File: config.mk
export PLATFORM = sky130hd
export DESIGN_NAME = vga_syncgen
export DESIGN_NICKNAME = d
export VERILOG_FILES = /design/src/rtl/vga_timing_pkg.sv /design/src/rtl/pck_div.sv /design/src/rtl/vga_syncgen.sv
export SDC_FILE = /design/constraint.sdc
export NUM_CORES = 1
export LEC_CHECK = 0
export ABC_AREA = 1
export BUFFER_PORTS_ARGS = -buffer_cell sky130_fd_sc_hd__buf_2
export CAP_MARGIN = 20
export CORE_MARGIN = 2
export CORE_UTILIZATION = 45
export DETAILED_ROUTE_END_ITERATION = 7
export PLACE_DENSITY_LB_ADDON = 0.1
export SLEW_MARGIN = 20
export SYNTH_ARGS = -nofsm -noshare
export SYNTH_HDL_FRONTEND = slang
export SYNTH_SLANG_ARGS = --single-unit
File: constraint.sdc
create_clock -name CLK -period 1.7 [get_ports CLK]
set_input_delay 0.085 -clock CLK [delete_from_list [all_inputs] [get_ports CLK]]
set_output_delay 0.085 -clock CLK [all_outputs]
set_load 0.05 [all_outputs]
File: src/rtl/vga_timing_pkg.sv
// Shared VGA timing constants (640x480@60 defaults) and a small region-decode helper.
package vga_timing_pkg;

   localparam int CNT_W   = 10;
   localparam int FRAME_W = 16;

   localparam int DEF_PCK_DIV  = 5;

   localparam int DEF_H_ACTIVE = 640;
   localparam int DEF_H_FP     = 16;
   localparam int DEF_H_SYNC   = 96;
   localparam int DEF_H_BP     = 48;

   localparam int DEF_V_ACTIVE = 480;
   localparam int DEF_V_FP     = 10;
   localparam int DEF_V_SYNC   = 2;
   localparam int DEF_V_BP     = 33;

   localparam logic DEF_HS_POL = 1'b0;
   localparam logic DEF_VS_POL = 1'b0;

   localparam int DEF_H_TOTAL = DEF_H_ACTIVE + DEF_H_FP + DEF_H_SYNC + DEF_H_BP;
   localparam int DEF_V_TOTAL = DEF_V_ACTIVE + DEF_V_FP + DEF_V_SYNC + DEF_V_BP;

   // lo <= v < hi; bounds are one bit wider so a region may end at 1024.
   function automatic logic in_span(input logic [CNT_W-1:0] v,
                                    input logic [CNT_W:0]   lo,
                                    input logic [CNT_W:0]   hi);
      return ({1'b0, v} >= lo) && ({1'b0, v} < hi);
   endfunction

endpackage

File: src/rtl/pck_div.sv
// Pixel-rate divider: registered pixel clock plus a one-cycle pixel tick.
// Internally a down-counter; the equivalent up-count phase is
// dcnt = PCK_DIV-1-dcnt_dn, so terminal count 0 is the dcnt wrap cycle and
// pck is high for dcnt >= PCK_DIV/2 (rising edge mid-pixel).
module pck_div #(
   parameter int PCK_DIV = 5
) (
   input  logic clk,
   input  logic rst,
   output logic pck,
   output logic tick
);

   localparam int DW = $clog2(PCK_DIV);
   localparam logic [DW-1:0] TC_LOAD  = DW'(PCK_DIV - 1);
   localparam logic [DW-1:0] HIGH_MAX = DW'(PCK_DIV - 1 - PCK_DIV / 2);

   logic [DW-1:0] dcnt_dn;
   logic [DW-1:0] dcnt_dn_nx;

   // Terminal count marks the pixel tick and reloads the counter.
   always_comb begin
      tick       = (dcnt_dn == '0);
      dcnt_dn_nx = tick ? TC_LOAD : dcnt_dn - DW'(1);
   end

   // pck is registered from the next phase so it never glitches.
   always_ff @(posedge clk or posedge rst) begin
      if (rst) begin
         dcnt_dn <= TC_LOAD;
         pck     <= 1'b0;
      end else begin
         dcnt_dn <= dcnt_dn_nx;
         pck     <= (dcnt_dn_nx <= HIGH_MAX);
      end
   end

endmodule

File: src/rtl/vga_syncgen.sv
// VGA raster timing generator: pixel/line counters, syncs, DE, SOF and frame count.
module vga_syncgen
   import vga_timing_pkg::*;
#(
   parameter int   PCK_DIV  = DEF_PCK_DIV,
   parameter int   H_ACTIVE = DEF_H_ACTIVE,
   parameter int   H_FP     = DEF_H_FP,
   parameter int   H_SYNC   = DEF_H_SYNC,
   parameter int   H_BP     = DEF_H_BP,
   parameter int   V_ACTIVE = DEF_V_ACTIVE,
   parameter int   V_FP     = DEF_V_FP,
   parameter int   V_SYNC   = DEF_V_SYNC,
   parameter int   V_BP     = DEF_V_BP,
   parameter logic HS_POL   = DEF_HS_POL,
   parameter logic VS_POL   = DEF_VS_POL
) (
   input  logic               CLK,
   input  logic               RST,
   output logic               PCK,
   output logic               PCK_EN,
   output logic [CNT_W-1:0]   HCNT,
   output logic [CNT_W-1:0]   VCNT,
   output logic               VGA_HS,
   output logic               VGA_VS,
   output logic               VGA_DE,
   output logic               SOF,
   output logic [FRAME_W-1:0] FRAME_CNT
);

   localparam int H_TOTAL = H_ACTIVE + H_FP + H_SYNC + H_BP;
   localparam int V_TOTAL = V_ACTIVE + V_FP + V_SYNC + V_BP;

   localparam logic [CNT_W-1:0] H_LAST = CNT_W'(H_TOTAL - 1);
   localparam logic [CNT_W-1:0] V_LAST = CNT_W'(V_TOTAL - 1);

   localparam logic [CNT_W:0] H_DE_END = (CNT_W+1)'(H_ACTIVE);
   localparam logic [CNT_W:0] HS_BEG   = (CNT_W+1)'(H_ACTIVE + H_FP);
   localparam logic [CNT_W:0] HS_END   = (CNT_W+1)'(H_ACTIVE + H_FP + H_SYNC);
   localparam logic [CNT_W:0] V_DE_END = (CNT_W+1)'(V_ACTIVE);
   localparam logic [CNT_W:0] VS_BEG   = (CNT_W+1)'(V_ACTIVE + V_FP);
   localparam logic [CNT_W:0] VS_END   = (CNT_W+1)'(V_ACTIVE + V_FP + V_SYNC);

   logic             pix_tick;
   logic             frame_wrap;
   logic [CNT_W-1:0] hcnt_nx;
   logic [CNT_W-1:0] vcnt_nx;

   pck_div #(
      .PCK_DIV (PCK_DIV)
   ) u_pck_div (
      .clk  (CLK),
      .rst  (RST),
      .pck  (PCK),
      .tick (pix_tick)
   );

   // Raster advance: one pixel per tick, with line and frame wrap.
   always_comb begin
      hcnt_nx    = HCNT;
      vcnt_nx    = VCNT;
      frame_wrap = 1'b0;
      if (pix_tick) begin
         if (HCNT == H_LAST) begin
            hcnt_nx = '0;
            if (VCNT == V_LAST) begin
               vcnt_nx    = '0;
               frame_wrap = 1'b1;
            end else begin
               vcnt_nx = VCNT + CNT_W'(1);
            end
         end else begin
            hcnt_nx = HCNT + CNT_W'(1);
         end
      end
   end

   // Everything registers from the next counter values so syncs never skew against HCNT/VCNT.
   always_ff @(posedge CLK or posedge RST) begin
      if (RST) begin
         HCNT      <= '0;
         VCNT      <= '0;
         VGA_DE    <= 1'b0;
         VGA_HS    <= ~HS_POL;
         VGA_VS    <= ~VS_POL;
         PCK_EN    <= 1'b0;
         SOF       <= 1'b0;
         FRAME_CNT <= '0;
      end else begin
         HCNT   <= hcnt_nx;
         VCNT   <= vcnt_nx;
         VGA_DE <= in_span(hcnt_nx, '0, H_DE_END) && in_span(vcnt_nx, '0, V_DE_END);
         VGA_HS <= in_span(hcnt_nx, HS_BEG, HS_END) ? HS_POL : ~HS_POL;
         VGA_VS <= in_span(vcnt_nx, VS_BEG, VS_END) ? VS_POL : ~VS_POL;
         PCK_EN <= pix_tick;
         SOF    <= frame_wrap;
         if (frame_wrap) begin
            FRAME_CNT <= FRAME_CNT + FRAME_W'(1);
         end
      end
   end

endmodule

# == After elaboration in Yosys (flattened, before gate mapping) ==
# Index checks and enable logic that the tools add are counted.
# op_classes
add_sub_neg,4
order_cmp,7
eq_ne,2
n_mux,11
reduce_logical,4
# ops
op,n
2-to-1 mux 10 bit,5
adder 10 x 1 -> 10 bit (second input constant),2
equality test 10 bit (second input constant),2
less-than comparator 10 bit (second input constant),2
less-than comparator 10 x 9 -> 1 bit (second input constant),2
adder 16 x 1 -> 16 bit (second input constant),1
>= comparator 10 bit (second input constant),1
>= comparator 10 x 9 -> 1 bit (second input constant),1
2-to-1 mux 1 bit,5
<= comparator 3 x 2 -> 1 bit (second input constant),1
logical AND 1 bit,3
zero test 3 bit,1
2-to-1 mux 3 bit,1
subtractor 3 x 1 -> 3 bit (second input constant),1
# totals
regBits,45
inputBits,2
output_inout_bits,42
word_cells,38

# == Depth between registers and ports, before layout ==
# Gate-level depths: netlist of the first run.
# depth
word_depth,7
mapped_depth,14
mapped_depth_nobuf,14

# == Hierarchy ==
# A second synthesis of the first run with hierarchy kept.
# unflattened
hier_cells,311
hier_area_um2,2514.9
# by_module_without_submodules
module,instances,cells_each,area_each_um2,seq_area_each_um2
vga_syncgen,1,297,2351.0,1028.5
pck_div,1,14,163.9,101.3

# == Worst setup path before layout of the first run ==
# No wires, ideal clock.
# synth_timing
path_type,register to register
from,reg VCNT[0]
to,reg FRAME_CNT[6]
arrival_time_ns,1.962
required_time_ns,1.576
path_slack_ns,-0.386
path_stages_with_launch,13
n_path_buf,0
path_cell_list,dfrtp_1 -> inv_1 -> ha_1 -> nand2_1 -> nor2_1 -> inv_1 -> nor2_1 -> inv_2 -> nor2_8 -> nand2_4 -> nor2_4 -> nand3_2 -> xor2_1
# synth_between
elab_chain_cells,4
# synth_rtl
element,line_no,source
from (decl),vga_syncgen.sv:22,"output logic [CNT_W-1:0] VCNT,"
from (signal assigned),vga_syncgen.sv:90,VCNT <= vcnt_nx;
equality test 10 bit,vga_syncgen.sv:65,if (VCNT == V_LAST) begin
2-to-1 mux 1 bit,vga_syncgen.sv:65,
2-to-1 mux 1 bit,vga_syncgen.sv:63,if (HCNT == H_LAST) begin
2-to-1 mux 1 bit,vga_syncgen.sv:62,if (pix_tick) begin
via frame_wrap,vga_syncgen.sv:44,logic frame_wrap;
to (signal assigned),vga_syncgen.sv:97,FRAME_CNT <= FRAME_CNT + FRAME_W'(1);
to (decl),vga_syncgen.sv:27,output logic [FRAME_W-1:0] FRAME_CNT
# The timed path passes the listed nets, and every way through them passes these cells.
# A chain may end at the register's enable or synchronous reset.

# == Worst setup path in the final report of the first run ==
# layout_timing
from,reg HCNT[0]
to,reg VGA_VS
# layout_between
elab_chain_cells,6
# layout_rtl
element,line_no,source
from (decl),vga_syncgen.sv:21,"output logic [CNT_W-1:0] HCNT,"
from (signal assigned),vga_syncgen.sv:89,HCNT <= hcnt_nx;
equality test 10 bit *,vga_syncgen.sv:63,
2-to-1 mux 10 bit *,vga_syncgen.sv:63,
2-to-1 mux 10 bit *,vga_syncgen.sv:62,
>= comparator 10 x 9 -> 1 bit / less-than comparator 10 x 9 -> 1 bit (equally long branches),vga_timing_pkg.sv:29,"return ({1'b0, v} >= lo) && ({1'b0, v} < hi);"
logical AND 1 bit *,vga_timing_pkg.sv:29,
2-to-1 mux 1 bit *,vga_syncgen.sv:93,"VGA_VS <= in_span(vcnt_nx, VS_BEG, VS_END) ? VS_POL : ~VS_POL;"
to (signal assigned),vga_syncgen.sv:84,VGA_VS <= ~VS_POL;
to (signal assigned),vga_syncgen.sv:93,
to (decl),vga_syncgen.sv:24,"output logic VGA_VS,"
# Every way passes the cells marked *; elsewhere a longest branch is shown, timed or not.

==> flow_metrics.py, run 1 <==
metrics = {
    "outcome": {
        "status": "finished clean",
    },
    "clock_tree": {
        "clock_latency_ns": 0.30,
        "max-clock-path-buffers": 2,
        "cts.clk_slew.worst_paths_ns": 0.08,
        "cts_made_buffers": 5,
        "cts_htree_levels": 2,
        "cts_tree": "yes",
        "root_buffer": "clkbuf_8",
        "cts.sinks": 45,
    },
    "critical_path": {
        "cp_max_fo": 5,
        "crit_arrival_ns": 1.93,
        "worstRegToRegCells": 12,
        "r2r_end": "VGA_VS",
        "critical_path_class": "reg -> reg",
        "worst_ep_required_time_ns": 1.93,
        "rrSetupSlack_ns": 0.003,
        "startpoint_type": "register",
        "end_kind": "register",
        "r2r_start": "HCNT[0]",
    },
    "route": {
        "drt_wl_total_mm": 6.61,
        "first_pass_iters": 4,
        "drt-initial-drc-count": 62,
        "vias": 2488,
        "viasPerCell": 4.82,
        "ant_nets": 0,
        "wire_per_inst_um": 12.8,
        "drc_errors": 0,
    },
    "pwr": {
        "power_mw": 1.90,
        "ir_drop_uv": 391,
        "power_density_nw_per_um2": 536,
        "p_leak_nw": 1.91,
    },
    "die": {
        "core_area_um2": 5850,
        "start_util_pct": 46.0,
        "dieWidth_um": 81.4,
        "rows": 28,
        "die-area_um2": 6620,
        "num_io_pins": 44,
        "die_height_um": 81.4,
    },
    "global_routing": {
        "grt_max_degree": 46,
        "grt_pass1_vias": 2285,
        "grt_antenna_before_repair": 0,
        "track_usage_pct": 21.2,
        "gr-total-overflow": 0,
        "grt_pass1_wl_mm": 10.7,
    },
    "cells_and_area": {
        "fin_util_pct": 60.5,
        "register_area_um2": 1140,
        "fillers": 530,
        "multi_input_area_um2": 1460,
        "diodes": 0,
        "design_area_um2": 3540,
        "layout-drive-gt1-share_pct": 36.1,
        "areaGrowthSynthToFinish_pct": 31.5,
        "fin_nets": 446,
    },
    "timing": {
        "fmax_mhz": 589,
        "hold_slack_ns": 0.459,
        "finalCriticalPeriod_ns": 1.70,
        "rsz0062_at_grt": "yes",
        "fin_skew_ns": 0.00897,
        "final_hold_viol_count": 0,
        "worst_slew_pin_slew_ns": 0.578,
        "relSlewSlack_pct": 61.5,
        "setup_viol": 0,
        "slew_violations": 0,
        "period_share_pct": 99.8,
    },
    "synth": {
        "async_flop_share_pct": 100,
        "synthCells": 355,
        "ys_ff_latch": 45,
        "seq_area_frac_synth_pct": 42.0,
        "syn-num-nets": 361,
        "synth_edf_count": 0,
        "synth_area_leaders": "dfrtp_1, nand2_1, inv_1",
        "synth_ff_type": "dfrtp_1",
        "ys_warn_count": 0,
        "synth.largest_area_cell": "dfrtp_1",
        "synth.distinct_cells": 34,
        "avgSynthCellArea_um2": 7.58,
        "synth_area_um2": 2690,
        "netlist.area_leader.share_pct": 39.0,
    },
    "placement": {
        "place_congestion": 0.901,
        "io_buffers": 43,
        "place_area_um2": 3230,
        "dp_hpwl_mm": 5.02,
    },
    "hold_path": {
        "hp-class": "in -> async",
    },
    "run": {
        "maxCapViolations": 0,
    },
}
==> worst max-delay path by stage <==
stage                                    start      endpoint  slack, ns  depth (start not counted)
final                                  HCNT[0]        VGA_VS      0.003                         12
after global routing                   VCNT[1]  FRAME_CNT[4]      -0.11                         12
after global placement    u_pck_div.dcnt_dn[1]        VGA_HS      -0.04                         10
after CTS                              VCNT[0]  FRAME_CNT[6]      -0.04                         12
after floorplan                        VCNT[0]  FRAME_CNT[6]      -0.17                         12
after detailed placement               HCNT[0]        VGA_VS      -0.12                         10
==> synthesized netlist by cell type (3+ instances only) <==
master	count
nor3_1	7
nand2_4	5
o21ai_0	7
nand4_1	13
nand2_2	4
inv_1	51
nor2_4	5
dfstp_2	3
xnor2_1	6
dfrtp_1	42
nor2_1	38
nand3_1	29
inv_2	4
nand2_1	103
nand3_2	3
ha_1	4
xor2_1	10
==> registers in the layout, indices dropped and copies added, names as in the netlist <==
| signal | flops |
|---|---|
| FRAME_CNT | 16 |
| SOF | 1 |
| VGA_HS | 1 |
| VCNT | 10 |
| VGA_DE | 1 |
| u_pck_div.pck | 1 |
| PCK_EN | 1 |
| HCNT | 10 |
| u_pck_div.dcnt_dn | 3 |
| VGA_VS | 1 |
==> cell type report <==
cell class | count | share of cell area, %
Tap cell | 75 | 2.65
Multi-Input combinational cell | 248 | 41.1
Clock buffer | 6 | 2.05
Sequential cell | 45 | 32.3
Clock inverter | 2 | 0.990
Timing Repair Buffer | 82 | 14.4
Inverter | 58 | 6.43
==> report_power, final <==
group	switching (mW)	internal [mW]
Combinational	0.0211	0.00405
Sequential	0	1.07
Clock	0.365	0.437
==> cell families (layout without fill, tap and decap cells) <==
group,after synthesis,count (layout),share of synthesized area (%)
flip-flops,45,45,42.0
XOR/XNOR,16,16,5.20
buffers and inverters,62,148,9.11
adder cells (fa/ha/maj),4,4,1.86
AO/OA/AOI/OAI,14,14,3.02
AND/OR/NAND/NOR,214,214,38.8
==> repair_timing <==
item | CTS | global route
setup endpoints to repair | 8 | 14
pin swaps | 5 | 11
hold buffers | 1 | 0
setup buffers | 3 | 7
gates resized for setup | 9 | 24
hold endpoints to repair | 42 | 0
==> per-stage QoR <==
| step | setup TNS (ns) | worst slack, ns | instances |
|---|---|---|---|
| finish | 0 | 0.00266 | 516 |
| detailed placement | -0.243 | -0.124 | 497 |
| floorplan | -0.770 | -0.173 | 355 |
| global placement | -0.0764 | -0.0400 | 497 |
| CTS | -0.0720 | -0.0362 | 509 |
| global route | -0.547 | -0.107 | 516 |
==> routing by layer <==
| metal | vias up | track usage (%) | part of all wire (%) |
|---|---|---|---|
| met5 | - | 0 | 0 |
| met4 | 0 | 5.59 | 0.98 |
| met3 | 6 | 4.00 | 3.5 |
| met2 | 48 | 36.0 | 49 |
| met1 | 1161 | 27.6 | 47 |
| li1 | 1273 | - | - |
==> critical path, cell delays in order (launching register included) <==
cell,delay [ns]
dfrtp_2,0.39
ha_4,0.15
nand2_4,0.07
inv_4,0.07
nand2_4,0.07
nor2_4,0.15
nand2_4,0.11
nor2_8,0.16
nor2_1,0.07
nand2_1,0.10
nand3_1,0.09
nor2_1,0.13
nand2_1,0.07
==> cells in the final DEF, fill, tap and decap left out, types with 10 or more instances in the layout <==
cell     instances
dfrtp_2         12
buf_2           43
xor2_1          10
nand3_1         27
nand2_1         99
inv_1           46
buf_4           38
nor2_1          30
nand4_1         13
dfrtp_1         30
(Power assumes the default switching activity.)
==> inputs of run 2 (changes only) <==
- clock period: 1.7 -> 1.6 ns (I/O delays scaled with it)
==> flow_metrics.py, run 2 (synthesized netlist as in run 1, its figures left out) <==
metrics = {
    "outcome": {
        "status": "complete, but fails checks",
        "violations": "negative setup slack",
    },
    "timing": {
        "worst_slack_ns": -0.0940,
        "fin_skew_ns": 0.0138,
        "final_hold_viol_count": 0,
        "finalCriticalPeriod_ns": 1.69,
        "worst_slew_pin_slew_ns": 0.348,
        "period_share_pct": 106,
        "relSlewSlack_pct": 76.6,
        "setup_viol": 11,
        "slew_violations": 0,
        "fmax_mhz": 590,
        "rsz0062_at_grt": "yes",
    },
    "placement": {
        "dp_hpwl_mm": 5.32,
        "place_area_um2": 3480,
        "io_buffers": 43,
        "pre_cts_slack_ns": -0.177,
        "place_congestion": 1.01,
    },
    "route": {
        "drt_wl_total_mm": 7.08,
        "viasPerCell": 4.90,
        "first_pass_iters": 5,
        "drc_errors": 0,
        "drt-initial-drc-count": 69,
        "wire_per_inst_um": 13.0,
        "ant_nets": 0,
        "vias": 2668,
    },
    "die": {
        "die_height_um": 81.4,
        "dieWidth_um": 81.4,
        "die-area_um2": 6620,
        "rows": 28,
        "core_area_um2": 5850,
        "num_io_pins": 44,
        "start_util_pct": 46.0,
    },
    "critical_path": {
        "end_kind": "register",
        "slowest_stage": "dfrtp_2",
        "critical_path_class": "reg -> reg",
        "cp_max_fo": 4,
        "worst_ep_required_time_ns": 1.79,
        "startpoint_type": "register",
        "worst_path_largest_cell_delay_ns": 0.43,
        "crit_arrival_ns": 1.88,
        "crit_path_cell_trace": "inv_2 -> ha_4 -> nand2_4 -> nor2_4 -> inv_2 -> nor2_4 -> inv_2 -> nor2_8 -> nand2_4 -> nor2_4 -> nand3_2 -> xor2_1",
    },
    "cells_and_area": {
        "largestRegisters": "FRAME_CNT (16), HCNT (10), VCNT (10)",
        "layout-drive-gt1-share_pct": 44.8,
        "fin_nets": 474,
        "design_area_um2": 3870,
        "final_common_cell": "nand2_1",
        "most-common-layout-cells": "nand2_1, buf_4, buf_2",
        "diodes": 0,
        "largest_reg_flops": 16,
        "regMostFlops": "FRAME_CNT",
        "areaGrowthSynthToFinish_pct": 43.7,
    },
    "pwr": {
        "ir_drop_uv": 302,
        "p_leak_nw": 2.07,
        "power_density_nw_per_um2": 535,
        "power_mw": 2.07,
    },
    "clock_tree": {
        "cts.sinks": 45,
        "root_buffer": "clkbuf_8",
        "cts_htree_levels": 2,
        "cts_tree": "yes",
        "cts.clk_slew.worst_paths_ns": 0.09,
        "clock_latency_ns": 0.30,
        "max-clock-path-buffers": 2,
        "cts_made_buffers": 5,
    },
    "global_routing": {
        "track_usage_pct": 22.0,
        "gr-total-overflow": 0,
        "grt_pass1_wl_mm": 11.3,
        "grt_antenna_before_repair": 0,
        "grt_max_degree": 22,
        "grt_pass1_vias": 2494,
    },
    "hold_path": {
        "hp-class": "in -> async",
    },
    "run": {
        "maxCapViolations": 0,
    },
}
==> run 2: per-stage QoR <==
stage | hold WS, ns | setup TNS, ns | utilization (%) | cells
after floorplan | 0.358 | -1.74 | - | 355
after global placement | 0.0304 | -0.571 | 59.5 | 524
after detailed placement | 0.0360 | -1.36 | 59.5 | 524
after CTS | 0.260 | -0.643 | 63.3 | 539
after global routing | 0.284 | -1.69 | 66.1 | 544
final | 0.265 | -0.554 | 66.1 | 544
==> run 2: critical path, delay by kind of cell (launching register included) <==
family	cells	cell delay, ns
and+or+nand+nor	7	0.65
DFF	1	0.43
xor gates and xnor gates	1	0.15
adders and majority gates	1	0.15
buffers and inverters	3	0.20
==> run 2: path summary, 6_finish.rpt <==
kind	startpoint	cells after the start	slack [ns]	endpoint
setup / recovery	VCNT[0]	12	-0.09	FRAME_CNT[6]
hold reg to reg	FRAME_CNT[3]	1	0.49	FRAME_CNT[3]
hold / removal	RST	3	0.27	VCNT[0]
min in group CLK	FRAME_CNT[3]	1	0.49	FRAME_CNT[3]
max in group asynchronous	RST	4	0.77	VGA_VS
setup reg to reg	VCNT[0]	12	-0.09	FRAME_CNT[6]
==> run 2: cell type report <==
| class | instances | area [um2] |
|---|---|---|
| fill | 499 | 1980 |
| multi-input combinational | 248 | 1530 |
| sequential | 45 | 1150 |
| timing repair buffer | 110 | 744 |
| inverter | 58 | 230 |
| tap | 75 | 93.8 |
| clock buffer | 7 | 86.3 |
| clock inverter | 1 | 30.0 |
==> run 2: repair_timing <==
action / 4_1_cts / 5_1_grt
pin swaps: 7 / 20
hold buffers: 1 / 0
endpoints found under the hold margin: 28 / 0
setup endpoints to repair: 19 / 24
gates resized for setup: 17 / 36
buffers inserted: 6 / 5
==> run 2: power breakdown <==
group / total (mW) / switching [mW] / internal [mW]
Combinational: 0.0337 / 0.0245 / 0.00919
Clock: 0.900 / 0.390 / 0.510
Sequential: 1.14 / 0 / 1.14
==> run 2: routing by layer <==
layer,wire length [um],track usage (%)
met1,3250,28.2
met2,3490,36.6
met3,222,4.44
met4,122,7.80
met5,0,0
==> inputs of run 3 (changes only) <==
- SYNTH_HIERARCHICAL: not set -> 1
- clock period: 1.6 -> 1.8 ns (I/O delays scaled with it)
==> flow_metrics.py, run 3 <==
metrics = {
    "die": {
        "start_util_pct": 46.2,
        "die-area_um2": 6200,
        "core_area_um2": 5440,
        "die_height_um": 78.8,
        "rows": 27,
        "num_io_pins": 44,
        "dieWidth_um": 78.8,
    },
    "timing": {
        "setup_viol": 0,
        "tns_ns": 0,
        "slew_violations": 0,
        "hold_slack_ns": 0.217,
        "fmax_mhz": 564,
        "fin_skew_ns": 0.00614,
        "worst_slew_pin_slew_ns": 0.421,
        "finalCriticalPeriod_ns": 1.77,
        "period_share_pct": 98.5,
        "rsz0062_at_grt": "yes",
        "final_hold_viol_count": 0,
        "relSlewSlack_pct": 71.8,
    },
    "route": {
        "dr_wl_met3_um": 223,
        "drt-met1-wl_mm": 2.76,
        "drc_errors": 0,
        "viasPerCell": 4.81,
        "vias": 2293,
        "ant_nets": 0,
        "first_pass_iters": 4,
        "drt_wl_total_mm": 6.00,
        "wire_per_inst_um": 12.6,
        "top_layer": "met4",
        "met2RoutedLength_mm": 2.90,
        "drt-initial-drc-count": 89,
    },
    "clock_tree": {
        "cts.clk_slew.worst_paths_ns": 0.09,
        "clock_latency_ns": 0.31,
        "cts_made_buffers": 5,
        "max-clock-path-buffers": 2,
        "cts_tree": "yes",
        "cts_htree_levels": 2,
        "root_buffer": "clkbuf_8",
        "cts.sinks": 45,
    },
    "cells_and_area": {
        "final_common_cell": "nand2_1",
        "regMostFlops": "FRAME_CNT",
        "final_cells": 477,
        "fillers": 485,
        "most-common-layout-cells": "nand2_1, inv_1, buf_2",
        "largestRegisters": "FRAME_CNT (16), HCNT (10), VCNT (10)",
        "largest_reg_flops": 16,
        "diodes": 0,
        "fin_nets": 412,
        "layout-drive-gt1-share_pct": 39.5,
        "areaGrowthSynthToFinish_pct": 38.4,
    },
    "synth": {
        "syn-num-nets": 319,
        "synth_area_leaders": "dfrtp_1, nand2_1, inv_1",
        "avgSynthCellArea_um2": 8.09,
        "synthMuxAreaShare_pct": 0,
        "synth_top_family_by_area": "simple AND/OR/NAND/NOR gates",
        "synth.most_common_cell": "nand2_1",
        "synthAdderAreaFrac_pct": 2.99,
        "synthCells": 311,
        "netlist.area_leader.share_pct": 41.8,
        "synth.distinct_cells": 29,
        "yosys-top-cells-count": "nand2_1, inv_1, dfrtp_1",
        "synth_ff_type": "dfrtp_1",
        "ys_ff_latch": 45,
        "yosys.area_share.simple_pct": 34.3,
        "synth_area_um2": 2510,
        "ys_warn_count": 6,
        "async_flop_share_pct": 100,
        "synth_compound_area_share_pct": 2.99,
        "seq_area_frac_synth_pct": 44.9,
        "synth_edf_count": 0,
        "synth.largest_area_cell": "dfrtp_1",
        "synth_xor_area_share_pct": 5.92,
    },
    "global_routing": {
        "grt_max_degree": 23,
        "grt_pass1_vias": 2159,
        "grt_pass1_wl_mm": 9.72,
        "gr-total-overflow": 0,
        "grt_antenna_before_repair": 0,
        "track_usage_pct": 20.1,
    },
    "critical_path": {
        "r2r_end": "FRAME_CNT[9]",
        "worstRegToRegCells": 10,
        "crit_arrival_ns": 2.00,
        "cp_num_buf_inv": 3,
        "r2r_start": "u_pck_div/dcnt_dn[0]",
        "worst_ep_required_time_ns": 2.03,
        "rrSetupSlack_ns": 0.03,
        "startpoint_type": "register",
        "slowest_stage": "dfrtp_1",
        "end_kind": "register",
        "worst_path_largest_cell_delay_ns": 0.39,
        "cp_max_fo": 5,
        "crit_path_cell_trace": "inv_2 -> ha_4 -> ha_4 -> buf_12 -> nand4_4 -> nor2_4 -> nand2_4 -> nor2_4 -> buf_6 -> xor2_1",
        "cpLargestDelayFamily": "simple AND/OR/NAND/NOR gates",
        "critical_path_class": "reg -> reg",
    },
    "run": {
        "maxCapViolations": 0,
    },
    "pwr": {
        "ir_drop_uv": 434,
        "power_density_nw_per_um2": 529,
        "power_mw": 1.84,
        "p_leak_nw": 1.92,
    },
    "placement": {
        "place_congestion": 0.865,
        "dp.cells": 456,
        "io_buffers": 43,
        "dp_hpwl_mm": 4.43,
    },
    "hold_path": {
        "hp-class": "in -> async",
    },
    "outcome": {
        "status": "finished clean",
    },
}
-- run 3: cell count changes in the layout (fill, tap and decap cells not counted), moves of 7 or more --
cell and delta:
nand2_1 -33, buf_4 -22, inv_1 +14, inv_2 -11
dfrtp_1 +7, dfrtp_2 -7
-- run 3: per-stage QoR --
stage / worst slack (ns) / util, % / cell area [um2]
after CTS: 0.00549 / 59.4 / 3230
after floorplan: -0.0418 / - / 2560
after global routing: -0.110 / 64.0 / 3480
after detailed placement: 0.00598 / 56.9 / 3090
after global placement: 0.0351 / 56.9 / 3090
final: 0.0274 / 64.0 / 3480
-- run 3: logic make-up (layout without fill, tap and decap cells) --
group	after synthesis	count (layout)
compound gates	13	13
xor+xnor	17	17
fa+ha+maj	6	6
buf+inv	59	153
flops	45	45
simple gates	171	171
-- run 3: final cells by class --
cell class	count	area, um2	area share (%)
clock inverters	2	37.5	1.08
repair buffers	88	579	16.6
well taps	72	90.1	2.59
clock buffers	6	82.6	2.37
inverters	57	214	6.15
multi-input cells	207	1330	38.2
flip-flops and latches	45	1150	32.9
-- run 3: report_power, final --
group	total, mW	switching [mW]	internal (mW)
clock network	0.805	0.354	0.451
registers	1.01	0	1.01
logic	0.0257	0.0202	0.00543
total	1.84	0.374	1.47
-- run 3: worst max path at each step --
stage | from | end | depth (start not counted)
6_report | u_pck_div/dcnt_dn[0] | FRAME_CNT[9] | 10
2_1_floorplan | u_pck_div/dcnt_dn[0] | VGA_DE | 13
3_5_place_dp | u_pck_div/dcnt_dn[0] | VGA_DE | 12
3_3_place_gp | HCNT[0] | VGA_DE | 12
4_1_cts | HCNT[0] | VGA_DE | 12
5_1_grt | u_pck_div/dcnt_dn[0] | VGA_DE | 12
-- run 3: per-layer routing --
layer | up-vias | track usage (%)
met5 | - | 0
met4 | 0 | 7.19
met3 | 12 | 4.32
met2 | 47 | 31.8
met1 | 1073 | 27.2
li1 | 1161 | -
-- run 3: worst register-to-register path, cell delays in order (launching register included) --
cell and delay [ns]:
dfrtp_1 0.39, inv_2 0.08, ha_4 0.14, ha_4 0.15
buf_12 0.11, nand4_4 0.16, nor2_4 0.18, nand2_4 0.07
nor2_4 0.13, buf_6 0.11, xor2_1 0.17
-- run 3: what timing repair did --
item	CTS	global route
endpoints found under the hold margin	43	0
gates resized for setup	1	38
pin swaps	0	21
setup buffers	0	12
hold buffers	1	0
endpoints found under the setup margin	1	12
